<file path="config.mk">
export PLATFORM = sky130hd
export DESIGN_NAME = split_packer
export DESIGN_NICKNAME = d
export VERILOG_FILES = /design/src/rtl/split_packer.sv
export SDC_FILE = /design/constraint.sdc
export NUM_CORES = 1
export LEC_CHECK = 0
export BUFFER_PORTS_ARGS = -buffer_cell sky130_fd_sc_hd__buf_2
export CORE_ASPECT_RATIO = 0.7
export CORE_MARGIN = 8
export CORE_UTILIZATION = 50
export CTS_BUF_LIST = sky130_fd_sc_hd__clkbuf_8
export DETAILED_ROUTE_END_ITERATION = 16
export GPL_TIMING_DRIVEN = 0
export PLACE_DENSITY = 0.87
export SYNTH_ARGS = -nofsm -noshare
export SYNTH_HDL_FRONTEND = slang
export SYNTH_SLANG_ARGS = --single-unit
</file>
<file path="constraint.sdc">
create_clock -name clk -period 1.7 [get_ports clk]
set_input_delay 0.17 -clock clk [delete_from_list [all_inputs] [get_ports clk]]
set_output_delay 0.17 -clock clk [all_outputs]
set_load 0.1 [all_outputs]
</file>
<file path="src/rtl/split_packer.sv">
// Splits 18-bit reader words into three tagged 6-bit bytes on a valid/ack stream.
// Define SPLIT_HEADER_EN to prefix each frame with a {2'b11, frame_cnt} header byte.
module split_packer #(
  parameter int unsigned WORDS = 48,
  parameter int unsigned GUARD = 4
) (
  input  logic        clk,
  input  logic        RST,
  input  logic        RXdone,
  input  logic [17:0] din,
  input  logic        TXen,
  output logic        reqSPLIT,
  output logic [7:0]  byteOut,
  output logic        byteValid,
  input  logic        byteAck,
  output logic        frameDone,
  output logic        busy
);

  localparam int unsigned GW = $clog2(GUARD + 1);
  localparam logic [5:0]    WordsL = 6'(WORDS);
  localparam logic [GW-1:0] GuardLast = GW'(GUARD - 1);

  typedef enum logic [2:0] {StIdle, StHdr, StReq, StWait, StSend, StGuard} state_t;

  state_t        state;
  logic          txen_q;
  logic [11:0]   word_q;  // byte 0 comes straight from din, so only the low fields are kept
  logic [5:0]    cnt;
  logic [GW-1:0] guard_cnt;
`ifdef SPLIT_HEADER_EN
  logic [5:0]    frame_cnt;
`endif

  always_ff @(posedge clk) begin
    if (RST) begin
      state     <= StIdle;
      txen_q    <= 1'b0;
      word_q    <= '0;
      cnt       <= '0;
      guard_cnt <= '0;
      reqSPLIT  <= 1'b0;
      byteOut   <= '0;
      byteValid <= 1'b0;
      frameDone <= 1'b0;
      busy      <= 1'b0;
`ifdef SPLIT_HEADER_EN
      frame_cnt <= '0;
`endif
    end else begin
      txen_q    <= TXen;
      frameDone <= 1'b0;
      unique case (state)
        StIdle: begin
          if (RXdone) begin
            busy <= 1'b1;
`ifdef SPLIT_HEADER_EN
            byteOut   <= {2'b11, frame_cnt};
            byteValid <= 1'b1;
            state     <= StHdr;
`else
            reqSPLIT <= 1'b1;
            state    <= StReq;
`endif
          end
        end
        StHdr: begin
          if (byteAck) begin
            byteValid <= 1'b0;
            reqSPLIT  <= 1'b1;
            state     <= StReq;
          end
        end
        StReq: begin
          if (TXen && !txen_q) begin
            word_q    <= din[11:0];
            reqSPLIT  <= 1'b0;
            byteOut   <= {2'b00, din[17:12]};
            byteValid <= 1'b1;
            state     <= StWait;
          end
        end
        StWait: begin
          if (byteAck) begin
            byteOut <= {2'b01, word_q[11:6]};
            state   <= StSend;
          end
        end
        StSend: begin
          if (byteAck) begin
            if (byteOut[7:6] == 2'b01) begin
              byteOut <= {2'b10, word_q[5:0]};
            end else begin
              byteValid <= 1'b0;
              cnt       <= cnt + 6'd1;
              guard_cnt <= '0;
              state     <= StGuard;
            end
          end
        end
        StGuard: begin
          // Counting starts only once TXen has been seen low; later TXen activity is ignored.
          if (!(guard_cnt == '0 && TXen)) begin
            if (guard_cnt == GuardLast) begin
              guard_cnt <= '0;
              if (cnt == WordsL) begin
                cnt       <= '0;
                frameDone <= 1'b1;
                busy      <= 1'b0;
                state     <= StIdle;
`ifdef SPLIT_HEADER_EN
                frame_cnt <= frame_cnt + 6'd1;
`endif
              end else begin
                reqSPLIT <= 1'b1;
                state    <= StReq;
              end
            end else begin
              guard_cnt <= guard_cnt + 1'b1;
            end
          end
        end
        default: state <= StIdle;
      endcase
    end
  end

endmodule
</file>
* Word-level counts from Yosys, hierarchy flattened
Cells that the tools add are included.
** Operators by class
- Add/subtract/negate cells :: 2
- Eq/ne operators :: 19
- Multiplexer cells :: 43
- Bitwise logic cells :: 2
- Reduce and logical (&&, ||, !) cells :: 19
** Operators by type and width (count)
- $mux 3 :: 12
- $mux 8 :: 4
- $mux 6 :: 5
- $pmux 8 s3 :: 1
- $ne 2x2->1 const B :: 11
- $pmux 3 s6 :: 1
- $reduce_and 5->1 :: 3
- $mux 1 :: 14
- $pmux 6 s2 :: 1
- $eq 3x2->1 const B :: 3
- $reduce_and 8->1 :: 1
- $reduce_and 7->1 :: 1
- $add 6x1->6 const B :: 1
- $eq 3x3->1 const B :: 2
- $eq 6x6->1 const B :: 1
- $logic_not 3->1 :: 2
- $pmux 3 s2 :: 1
- $reduce_and 6->1 :: 1
- $reduce_bool 3->1 :: 2
- $pmux 1 s4 :: 1
- $reduce_and 4->1 :: 1
- $reduce_bool 2->1 :: 2
- $reduce_bool 4->1 :: 1
- $reduce_or 4->1 :: 1
- 10 further kinds :: 12
** Word-level totals
- Flip-flop bits (word level) :: 37
- Input bits :: 23
- Output and inout port bits :: 12

* Logic depth before layout (Yosys ltp)
- Word-level depth :: 5
- Gate-level depth with buffers :: 7

* Least setup slack after synthesis
OpenSTA, ideal clock, no wires.
- Kind :: register to register
- From :: register byteOut[7]
- To :: register state[1]
- Setup time :: 0.123 ns
- Arrival :: 2.041 ns
- Data required time :: 1.577 ns
- Slack :: -0.464 ns
- Stages on the path, launching flop included :: 5
- Buffers on the path :: 0
- Clock period less this slack :: 2.164 ns
- Cells stage by stage :: dfxtp_1 > nand2b_1 > a21oi_1 > a211oi_2 > mux2_1
** On the way
- Cells in the longest elaborated chain, start to end :: 3
** RTL lines
- start: declaration :: RTL line 13 : output logic [7:0] byteOut,
- start signal: assignment :: RTL line 78 : byteOut <= {2'b00, din[17:12]};
- start signal: assignment :: RTL line 85 : byteOut <= {2'b01, word_q[11:6]};
- start signal: assignment :: RTL line 92 : byteOut <= {2'b10, word_q[5:0]};
- $eq 2x1->1 :: RTL line 91 : if (byteOut[7:6] == 2'b01) begin
- $ne 2x2->1 (no line)
- $reduce_and 8->1 (no line)
- end signal: assignment :: RTL line 86 : state <= StSend;
- end signal: assignment :: RTL line 97 : state <= StGuard;
- end signal: assignment :: RTL line 110 : state <= StIdle;
- end: declaration :: RTL line 26 : state_t state;
No other way between the ends.
A chain may end at the register's enable or synchronous reset.

* Worst setup path in the final report
- From :: register guard_cnt[0]
- To :: register state[1]
** On the way
- Cells in the longest elaborated chain, start to end :: 4
- Elaborated cells between the ends (all ways) :: 6
** RTL lines
- start: declaration :: RTL line 30 : logic [GW-1:0] guard_cnt;
- start signal: assignment :: RTL line 119 : guard_cnt <= guard_cnt + 1'b1;
- $logic_not 3->1 :: RTL line 103 : if (!(guard_cnt == '0 && TXen)) begin
- $logic_and 1x1->1 :: RTL line 103
- $ne 2x2->1 (no line)
- $reduce_and 8->1 (no line) *
- end signal: assignment :: RTL line 97
- end signal: assignment :: RTL line 110
- end signal: assignment :: RTL line 116 : state <= StReq;
Mark *: on every way between the ends. The rest lies on a longest branch, timed or not.

==> flow_summary_export.csv <==
group,metric,value,unit
run_status,status,"complete, no violations",
global_routing,grt_max_degree,11,
floorplan,die_x,90.87,µm
placed_design,post-place-ws,-0.1045,ns
worst_setup_path,startpoint_type,"flip-flop",
global_routing,antenna_found_initial,0,
synthesis,syn_inst,246,
placed_design,gp_congestion,0.8777,
sta,hold_ws,0.1100,ns
final_layout,instances_no_fill,342,
global_routing,grt_pass1_wl,8832,µm
synthesis,ys_ff_latch,37,
clock_network,clock-root-buffer,"clkbuf_8",
drt,drt_iter0_markers,180,
sta,hold_viol_final,0,
power,power_frac_seq,38.7,%
drt,drcViolationCount,0,
sta,tightest_slew,0.5407,ns
synthesis,ys_top_cells_by_area,"dfxtp_1 (38%), a21oi_1 (6.9%), nand2_1 (5.5%)",
sta,setup_violations,0,
synthesis,ys_seq_area_share,37.76,%
synthesis,syn_area,1962,µm²
synthesis,ys_top_cells_by_count,"dfxtp_1 (37), nand2_1 (29), a21oi_1 (27)",
drt,vias_per_cell,5.944,
final_layout,fin_area,2404,µm²
clock_network,ctsHoldBuffers,0,
sta,rsz0062_at_grt,"yes",
sta,drv_slew,0,
final_layout,utilization,62.41,%
sta,fin_skew,0.002874,ns
placed_design,dp.cells,331,
clock_network,clkSinkCount,37,
sta,slew_headroom,63.95,%
synthesis,synth.avg_cell_area,7.975,µm²
worst_setup_path,crit_arrival,1.80,ns
clock_network,clk_latency,0.29,ns
worst_setup_path,slowest_delay,0.37,ns
clock_network,cts.clk_slew.worst_paths,0.07,ns
synthesis,synthArstFlopShare,0,%
floorplan,rows,19,
power,ir_drop,0.7823,mV
power,power_density,1107,nW/µm²
drt,vias,2033,
clock_network,clock_path_buffers,2,
global_routing,overflow,0,
synthesis,synth_top_area_share,37.76,%
placed_design,io_buffers,33,
hold_path,hp-class,"primary input to flip-flop",
placed_design,place_hpwl,3997,µm
power,switching_power,1.101,mW
power,p_total,2.661,mW
synthesis,yosysTopAreaCell,"dfxtp_1",
drt,wl_per_cell,16.28,µm
sta,clock.fmax,615.3,MHz
synthesis,synth.most_common_cell,"dfxtp_1",
final_layout,synthToLayoutAreaGrowth,22.51,%
job,maxCapViolCount,0,
synthesis,synth_cell_types,49,
global_routing,grtUsageTotal,17.83,%
final_layout,layout-drive-gt1-share,26.21,%
clock_network,htree_num_levels,2,
worst_setup_path,crit_chain,"ha_1 -> nor2b_4 -> nand3_2 -> a211oi_4 -> mux2_1",
final_layout,antenna_cells,0,
floorplan,coreArea,3851,µm²
clock_network,cts_tree,"built",
floorplan,fp.dieArea,6216,µm²
drt,wl,5567,µm
clock_network,numCtsBuffers,5,
floorplan,num_io_pins,35,
drt,dr.pass1.iters,5,
worst_setup_path,cp-end-kind,"flip-flop",
synthesis,ys.warnings.count,0,
worst_setup_path,path_class,"flip-flop to flip-flop",
synthesis,synth_edf_count,0,
worst_setup_path,slowest_stage,"dfxtp_1",
sta,tns,0,ns
power,p_leak,0.9098,nW
power,switching_share,41.38,%
synthesis,synth_nets,273,
placed_design,place_area,2197,µm²
global_routing,grt_pass1_vias,1858,
sta,min_period_over_period,95.61,%
sta,layout_setup_ws,0.07470,ns
final_layout,nets,317,
worst_setup_path,required,1.88,ns
floorplan,start_util,50.94,%
synthesis,ys.flop_type,"dfxtp_1",
floorplan,die_h,68.41,µm
drt,ant_nets,0,
power,power_frac_comb,38.2,%
power,internal-power,1.560,mW
sta,finalCriticalPeriod,1.625,ns
power,p_clk_share,23.1,%
worst_setup_path,worst-path-max-fanout,4,
[per-layer routing]
metal | up-vias | part of all wire, % | track usage [%]
li1 | 975 | - | -
met1 | 967 | 46 | 21.78
met2 | 83 | 44 | 27.86
met3 | 8 | 9.0 | 7.886
met4 | 0 | 1.2 | 6.085
met5 | - | 0 | 0
[area by class of cell]
cell class | instances | area [µm²]
Sequential cell | 37 | 747.0
Fill cell | 349 | 1448
Buffer | 18 | 96.34
Timing Repair Buffer | 37 | 195.2
Multi-Input combinational cell | 185 | 1191
Tap cell | 52 | 65.06
Clock buffer | 6 | 82.58
Inverter | 6 | 22.52
Clock inverter | 1 | 3.754
[worst paths after layout]
path	start	end	slack [ns]	depth (start not counted)
setup / recovery	guard_cnt[0]	state[1]	0.07	5
hold / removal	din[1]	word_q[1]	0.11	3
setup reg to reg	guard_cnt[0]	state[1]	0.07	5
hold reg to reg	word_q[2]	word_q[2]	0.46	2
[power by group through the flow]
stage	clock (mW)	combinational [mW]	sequential, mW
after floorplan	0	0.400	1.38
after global placement	0	0.921	1.04
after detailed placement	0	0.937	1.04
after CTS	0.628	0.969	1.02
after global routing	0.661	1.07	1.04
final	0.614	1.02	1.03
[worst max-delay path, delay by kind of cell, from the launching register on]
family / cells / cell delay (ns)
AO/OA/AOI/OAI: 1 / 0.28
adder cells (fa/ha/maj): 1 / 0.19
AND/OR/NAND/NOR: 2 / 0.32
multiplexers: 1 / 0.34
flip-flops: 1 / 0.37
[kinds of logic after synthesis]
group	after synthesis	synth area share (%)
AND/OR/NAND/NOR	114	31.06
XOR/XNOR	2	0.8930
multiplexers	2	1.084
AO/OA/AOI/OAI	63	21.30
adder cells (fa/ha/maj)	4	2.551
flip-flops	37	37.76
buffers and inverters	24	5.357
[flip-flops by register name, indices dropped and copies added, names as in the netlist]
name       cells
reqSPLIT       1
busy           1
guard_cnt      3
txen_q         1
cnt            6
frameDone      1
word_q        12
byteValid      1
byteOut        8
state          3
[timing repair]
action / CTS / global route
gates resized for setup: 4 / 22
buffers inserted: 1 / 3
endpoints found under the setup margin: 1 / 23
pin swaps: 1 / 1
[placed cells by master, fill, tap and decap left out, types with 4 or more instances in the layout]
cell      instances
a21oi_1          26
a311o_1           6
buf_2            38
buf_4             7
clkbuf_1          5
clkbuf_8          6
dfxtp_1          34
ha_1              4
inv_1             7
nand2_1          28
nand2b_1          5
nand3_1           9
nand4_1           4
nor2_1           20
nor2b_1           5
nor3_1           11
nor3b_1           8
o21ai_0          10
(Power assumes the default switching activity.)
